[src/rtl/afifo_wr_arb.sv]
// afifo_wr_arb
// Shares the single write port of an asynchronous FIFO among NREQ requesters
// in the write clock domain. The port is granted round-robin in bursts of
// BURST words, so each BURST-word group seen on the FIFO read side comes from
// one source.
//
// Ports:
//   wclk        write clock; all state changes on its rising edge
//   wrstn       synchronous active-low reset
//   req         per-requester "word ready" flags
//   reqdata     requester i's word at [i*dsize +: dsize]
//   fifo_wfull  FIFO full flag (used combinationally)
//   gnt         registered one-hot owner, zero when idle
//   ack         combinational accept strobe per requester
//   fifo_wren   combinational FIFO write enable
//   fifo_wdata  combinational write data (owner's word, zero when idle)
//   bcnt        registered count of words written in the current burst
//   busy        registered, high while a burst is owned
module afifo_wr_arb #(
  parameter int NREQ  = 4,
  parameter int dsize = 8,
  parameter int BURST = 4,
  localparam int BW   = $clog2(BURST),
  localparam int PW   = $clog2(NREQ)
) (
  input  logic                  wclk,
  input  logic                  wrstn,
  input  logic [NREQ-1:0]       req,
  input  logic [NREQ*dsize-1:0] reqdata,
  input  logic                  fifo_wfull,
  output logic [NREQ-1:0]       gnt,
  output logic [NREQ-1:0]       ack,
  output logic                  fifo_wren,
  output logic [dsize-1:0]      fifo_wdata,
  output logic [BW-1:0]         bcnt,
  output logic                  busy
);

  typedef enum logic {
    S_IDLE  = 1'b0,
    S_BURST = 1'b1
  } state_t;

  state_t            state_reg;
  logic [NREQ-1:0]   gnt_reg;
  logic [PW-1:0]     owner_reg;
  logic [PW-1:0]     ptr_reg;
  logic [BW-1:0]     bcnt_reg;
  logic              busy_reg;

  logic              win_found;
  logic [PW-1:0]     win_idx;
  logic [PW-1:0]     cand;
  logic              wr;
  logic [dsize-1:0]  words [NREQ];

  // Split the flat data bus into one word per requester.
  generate
    for (genvar gi = 0; gi < NREQ; gi++) begin : g_words
      assign words[gi] = reqdata[gi*dsize +: dsize];
    end
  endgenerate

  // Round-robin search starting at ptr. Scanning from the far end back
  // towards ptr lets the last hit be the first one in search order.
  always_comb begin
    win_found = 1'b0;
    win_idx   = '0;
    cand      = '0;
    for (int k = NREQ - 1; k >= 0; k--) begin
      cand = PW'((int'(ptr_reg) + k) % NREQ);
      if (req[cand]) begin
        win_found = 1'b1;
        win_idx   = cand;
      end
    end
  end

  // A word moves only while owned, the owner offers one, and the FIFO has
  // room. Reset low forces every combinational output quiet the same cycle.
  assign wr         = wrstn && (state_reg == S_BURST) && req[owner_reg] && !fifo_wfull;
  assign fifo_wren  = wr;
  assign ack        = wr ? gnt_reg : '0;
  assign fifo_wdata = (wrstn && (state_reg == S_BURST)) ? words[owner_reg] : '0;

  assign gnt  = gnt_reg;
  assign bcnt = bcnt_reg;
  assign busy = busy_reg;

  always_ff @(posedge wclk) begin
    if (!wrstn) begin
      state_reg <= S_IDLE;
      gnt_reg   <= '0;
      owner_reg <= '0;
      ptr_reg   <= '0;
      bcnt_reg  <= '0;
      busy_reg  <= 1'b0;
    end else begin
      case (state_reg)
        S_IDLE: begin
          if (win_found) begin
            state_reg <= S_BURST;
            gnt_reg   <= NREQ'(1) << win_idx;
            owner_reg <= win_idx;
            bcnt_reg  <= '0;
            busy_reg  <= 1'b1;
          end
        end
        S_BURST: begin
          // Stalls (full FIFO or owner gap) simply hold everything.
          if (wr) begin
            if (bcnt_reg == BW'(BURST - 1)) begin
              state_reg <= S_IDLE;
              gnt_reg   <= '0;
              bcnt_reg  <= '0;
              busy_reg  <= 1'b0;
              ptr_reg   <= (owner_reg == PW'(NREQ - 1)) ? '0 : owner_reg + 1'b1;
            end else begin
              bcnt_reg <= bcnt_reg + 1'b1;
            end
          end
        end
        default: begin
          state_reg <= S_IDLE;
          gnt_reg   <= '0;
          busy_reg  <= 1'b0;
        end
      endcase
    end
  end

endmodule
[config.mk]
export PLATFORM = sky130hd
export DESIGN_NAME = afifo_wr_arb
export DESIGN_NICKNAME = d
export VERILOG_FILES = /design/src/rtl/afifo_wr_arb.sv
export SDC_FILE = /design/constraint.sdc
export NUM_CORES = 1
export LEC_CHECK = 0
export CAP_MARGIN = 20
export CORE_ASPECT_RATIO = 0.75
export CORE_MARGIN = 2
export CORE_UTILIZATION = 35
export DETAILED_ROUTE_END_ITERATION = 12
export PLACE_DENSITY = 0.83
export REMOVE_ABC_BUFFERS = 1
export SYNTH_ARGS = -nofsm -noshare
export SYNTH_HDL_FRONTEND = slang
export SYNTH_SLANG_ARGS = --single-unit
[constraint.sdc]
create_clock -name wclk -period 2.14 [get_ports wclk]
set_input_delay 0.428 -clock wclk [delete_from_list [all_inputs] [get_ports wclk]]
set_output_delay 0.428 -clock wclk [all_outputs]
set_load 0.01 [all_outputs]
==> flow_metrics.tcl, run 1 <==
set metrics [dict create \
    post_drt_wl_per_cell_um 16.5 \
    max_slew_margin_pct 70.6 \
    core_region_area_um2 2360 \
    cts_sinks 12 \
    mostFrequentLayoutCells "clkdlybuf4s50_1 (41), buf_4 (13), dlygate4sd2_1 (12), dfxtp_1 (11), nand2_1 (10)" \
    setup_viol 11 \
    path_max_fanout 4 \
    power_leakage_uw 0.000652 \
    port_buffers 58 \
    area_growth_pct 83.2 \
    clk_pin_slew_ns 0.08 \
    num_antenna_cells 0 \
    cts_max_level 1 \
    layout-drive-gt1-share_pct 25.8 \
    route.detailed.drc 0 \
    synth_ff_type "dfxtp_1" \
    drt_iter0_markers 32 \
    die_h_um 47.7 \
    hold_viol 0 \
    grt_start_max_net_pins 11 \
    grt_pass1_wl_um 4620 \
    r2r-end "bcnt[0]$_SDFFE_PN0P_" \
    grt_pass1_vias 939 \
    rsz0062_at_grt "true" \
    r2r_cells 6 \
    netlist.area_leader.share_pct 26.9 \
    worst_skew_pair.late_latency_ns 0.27 \
    n_fill_cell 211 \
    ys.warnings.count 0 \
    fin_crit_sh_pct 103 \
    power_uw 628 \
    reg2reg_from "owner_reg[0]$_SDFFE_PN0P_" \
    firstDrtPassIters 4 \
    worstHoldStart "busy$_SDFFE_PN0P_" \
    async_flop_share_pct 0 \
    ys_ff_latch 12 \
    postCtsHoldBufs 0 \
    cts_tree "built" \
    synth.area.top_cells "dfxtp_1 (27%), mux4_2 (23%), nor2b_1 (6.3%), and2_2 (4.2%), nand2_1 (4.2%)" \
    end_kind "output port" \
    nNetsFinal 205 \
    irDropWorstVdd_mv 0.411 \
    avgViaCountPerCell 5.22 \
    worstPathArrival_ns 1.78 \
    hold_end "busy$_SDFFE_PN0P_" \
    tightest_slew_ns 0.436 \
    yosysTopAreaCell "dfxtp_1" \
    whs_path_depth 2 \
    ant_nets 0 \
    max-cap-violations 0 \
    hpwl_um 2570 \
    largest_reg_flops 4 \
    tns_ns -0.363 \
    die_area_um2 2970 \
    syn_inst 91 \
    avgSynthCellArea_um2 9.80 \
    final_util_pct 69.1 \
    status "finished, violations left" \
    syn_area_um2 892 \
    root_buffer "clkbuf_4" \
    critical_path_class "reg -> out" \
    fmax_ghz 0.452 \
    power_density_nw_per_um2 384 \
    vias 1028 \
    die_w_um 62.3 \
    wl_um 3260 \
    grt.overflow.total 0 \
    violations "negative setup slack" \
    clockBufferDepth 2 \
    required_ns 1.71 \
    report.final.slew_viol_count 0 \
    synth_seq_area_share_pct 26.9 \
    layout_commonest_cell "clkdlybuf4s50_1" \
    synth_edf_count 0 \
    grt.total_usage_pct 20.6 \
    layout_setup_ws_ns -0.0722 \
    place.gp.congestion 0.811 \
    hold_class "reg -> reg" \
    num_rows 15 \
    min_period_ns 2.21 \
    antenna_found_initial 0 \
    reg2reg_slack_ns 0.18 \
    setup.worst_path.start_class "flip-flop" \
    boundaryPins 59 \
    finClkSkew_ns 0.00635 \
    synth.distinct_cells 30 \
    start_util_pct 37.7 \
    cts_made_buffers 3 \
]
==> report_power, final <==
group	internal, uW	switching [uW]
logic	137	71.6
registers	231	7.75
clock network	103	77.3
==> final cells by class <==
class	instances	area, um2	area share (%)
Timing Repair Buffer	73	696	42.6
Multi-Input combinational cell	71	604	37.0
Sequential cell	12	244	14.9
Tap cell	34	42.5	2.60
Inverter	3	11.3	0.689
Clock buffer	4	36.3	2.22
==> synth_stat cells (all sizes together), types with 2 or more instances <==
cell    number
a21oi        5
a32o         2
and2         5
clkbuf       4
dfxtp       12
ha           2
inv          3
mux4         9
nand2       10
nand3        4
nor2         4
nor2b        9
nor3         4
nor3b        2
o21ai        2
o32ai        2
==> cell families (layout without fill, tap and decap cells) <==
group                      count (synthesis)  count (layout)  share of synthesized area (%)
DFF                                       12              12                           26.9
adders and majority gates                  2               2                           2.80
muxes                                     10              10                           23.8
buffers and inverters                      8              80                           5.75
and+or+nand+nor                           42              42                           27.1
AOI/OAI and AO/OA                         17              17                           13.6
==> worst max-delay path, stage by stage (launching register included) <==
cell and delay [ns]:
dfxtp_4 0.39, mux4_2 0.54, nor3b_4 0.20, buf_6 0.12
and2_4 0.14, buf_6 0.11
==> timing repair <==
item | CTS | global route
setup buffers | 3 | 0
pin swaps | 1 | 1
gates resized for setup | 40 | 5
endpoints found under the setup margin | 13 | 13
==> metrics by stage <==
step / cell area [um2] / hold slack, ns / setup slack (ns) / instances
2_1_floorplan: 852 / 0.459 / 0.0523 / 86
3_3_place_gp: 1570 / 0.474 / -0.543 / 190
3_5_place_dp: 1570 / 0.479 / -0.590 / 190
4_1_cts: 1610 / 0.499 / -0.0775 / 197
5_1_grt: 1630 / 0.546 / -0.117 / 197
6_report: 1630 / 0.511 / -0.0722 / 197
==> how the worst max path moves through the flow <==
stage / slack (ns) / cells past startpoint / startpoint / endpoint
final: -0.07 / 5 / owner_reg[0]$_SDFFE_PN0P_ / ack[3]
after global routing: -0.12 / 5 / owner_reg[0]$_SDFFE_PN0P_ / ack[3]
after CTS: -0.08 / 5 / owner_reg[0]$_SDFFE_PN0P_ / ack[3]
after detailed placement: -0.59 / 5 / req[1] / ack[3]
after global placement: -0.54 / 5 / req[0] / ack[1]
after floorplan: 0.05 / 3 / owner_reg[0]$_SDFFE_PN0P_ / ack[0]
==> layer usage <==
layer  routed length [um]  vias to the layer above  part of all wire [%]  track usage, %
met4                   76                        0                   2.3            4.89
met3                  126                       10                   3.9            5.65
met1                 1360                      500                    42            26.5
li1                     -                      490                     -               -
met5                    0                        -                     0               0
met2                 1690                       28                    52            35.9
Power figures use the tool's default switching activity.
==> run 2: changes to the inputs <==
--- a/config.mk
+++ b/config.mk
@@ -6,7 +6,7 @@
 export NUM_CORES = 1
 export LEC_CHECK = 0
 export CAP_MARGIN = 20
-export CORE_ASPECT_RATIO = 0.75
+export CORE_ASPECT_RATIO = 1.2
 export CORE_MARGIN = 2
 export CORE_UTILIZATION = 35
 export DETAILED_ROUTE_END_ITERATION = 12
==> run 2 against run 1 <==
  * Largest cell class unchanged
  * Highest routed layer unchanged
  * Via count rose by 3.0%
  * Sequential share of layout area barely moved
  * Power fell by 6.5%
  * Sequential power barely moved
  * Design area rose by 0.23%
  * The run now ends clean
==> flow_metrics.tcl, run 2 (synthesized netlist as in run 1, its figures left out) <==
set metrics [dict create \
    report.final.slew_viol_count 0 \
    firstDrtPassIters 4 \
    drt_iter0_markers 7 \
    power_density_nw_per_um2 358 \
    power_frac_clock_pct 23.3 \
    max_slew_margin_pct 69.7 \
    irDropWorstVdd_mv 0.326 \
    place.gp.congestion 0.834 \
    regArea_um2 244 \
    largest_reg_flops 4 \
    holdWs_ns 0.496 \
    layout-drive-gt1-share_pct 28.5 \
    cts_made_buffers 3 \
    tns_ns 0 \
    clockBufferDepth 2 \
    num_rows 20 \
    hold_class "reg -> reg" \
    seqPwrFrac_pct 40.6 \
    swShare_pct 25.5 \
    worst_skew_pair.late_latency_ns 0.28 \
    die_area_um2 2970 \
    finClkSkew_ns 0.00158 \
    die_h_um 59.3 \
    postCtsHoldBufs 0 \
    comb_power_share_pct 36.1 \
    avgViaCountPerCell 5.35 \
    hold_viol 0 \
    grt_pass1_wl_um 4500 \
    fin_area_um2 1640 \
    boundaryPins 59 \
    placed_cell_area_um2 1570 \
    r2r_cells 5 \
    root_buffer "clkbuf_4" \
    cts_sinks 12 \
    antenna_found_initial 0 \
    num_antenna_cells 0 \
    setup_viol 0 \
    max-cap-violations 0 \
    die_w_um 50.1 \
    area_growth_pct 83.6 \
    worstPathArrival_ns 1.70 \
    reg2reg_from "owner_reg[0]$_SDFFE_PN0P_" \
    power.switching_uw 150 \
    min_period_ns 2.13 \
    start_util_pct 36.0 \
    end_kind "output port" \
    fin_crit_sh_pct 99.5 \
    p_int_uw 437 \
    route.detailed.drc 0 \
    required_ns 1.71 \
    status "finished, final reports clean" \
    multi_input_area_um2 608 \
    tightest_slew_ns 0.450 \
    nNetsFinal 208 \
    port_buffers 58 \
    layout_commonest_cell "clkdlybuf4s50_1" \
    hpwl_um 2340 \
    wl_um 2990 \
    grt.overflow.total 0 \
    core_region_area_um2 2480 \
    post_drt_wl_per_cell_um 15.1 \
    path_max_fanout 1 \
    endpoint "fifo_wdata[2]" \
    n_fill_cell 185 \
    vias 1059 \
    grt_pass1_vias 994 \
    setup.worst_path.start_class "primary input" \
    clk_pin_slew_ns 0.07 \
    r2r-end "bcnt[0]$_SDFFE_PN0P_" \
    reg2reg_slack_ns 0.32 \
    mostFrequentLayoutCells "clkdlybuf4s50_1 (41), buf_4 (15), dfxtp_1 (11)" \
    fmax_ghz 0.470 \
    grt.total_usage_pct 20.3 \
    ant_nets 0 \
    final_util_pct 66.1 \
    grt_start_max_net_pins 11 \
    startpoint "reqdata[26]" \
    power_leakage_uw 0.000640 \
    cts_max_level 1 \
    critical_path_class "in -> out" \
    cts_tree "built" \
]
-- run 2: metal layers --
layer	part of all wire, %	vias to the layer above	wire length, um	global-route usage [%]
li1	-	493	-	-
met1	41	497	1220	22.2
met4	1.5	0	46	9.13
met5	0	-	0	0
met2	50	64	1500	38.0
met3	7.5	5	223	3.28
-- run 2: repair_timing --
item	4_1_cts	5_1_grt
setup endpoints to repair	13	12
gates cloned	1	0
resized for setup	49	9
setup buffers	4	0
pin swaps	0	1
-- run 2: area by class of cell --
type                       count  area share [%]
inverter                       3           0.688
timing repair buffer          76            43.4
tap                           33            2.52
sequential                    12            14.9
multi-input combinational     71            37.1
clock buffer                   3            1.38
-- run 2: power by group through the flow --
stage | Combinational, uW | Sequential [uW] | Clock, uW
floorplan | 68.4 | 249 | 0
global placement | 205 | 242 | 0
detailed placement | 210 | 243 | 0
CTS | 209 | 239 | 140
global route | 226 | 240 | 146
finish | 212 | 238 | 137
-- run 2: per-stage QoR --
stage / power [uW] / setup WS (ns) / instances
floorplan: 318 / 0.0523 / 86
global placement: 447 / -0.524 / 190
global route: 611 / -0.00946 / 198
finish: 587 / 0.0115 / 198
detailed placement: 453 / -0.574 / 190
CTS: 588 / 0.00691 / 198
-- run 2: critical path, stage by stage --
cell,delay [ns]
clkdlybuf4s50_1,0.41
mux4_2,0.46
nor2b_1,0.14
dlygate4sd2_1,0.27
-- run 2: worst min path at each step --
stage | startpoint | end | slack, ns | cells after the start
3_3_place_gp | gnt[3]$_SDFFE_PN0P_ | gnt[3]$_SDFFE_PN0P_ | 0.48 | 1
2_1_floorplan | ptr_reg[0]$_SDFFE_PN0P_ | ptr_reg[0]$_SDFFE_PN0P_ | 0.46 | 2
4_1_cts | busy$_SDFFE_PN0P_ | busy$_SDFFE_PN0P_ | 0.50 | 2
5_1_grt | busy$_SDFFE_PN0P_ | busy$_SDFFE_PN0P_ | 0.53 | 2
3_5_place_dp | gnt[3]$_SDFFE_PN0P_ | gnt[3]$_SDFFE_PN0P_ | 0.48 | 1
6_report | gnt[3]$_SDFFE_PN0P_ | gnt[3]$_SDFFE_PN0P_ | 0.50 | 1
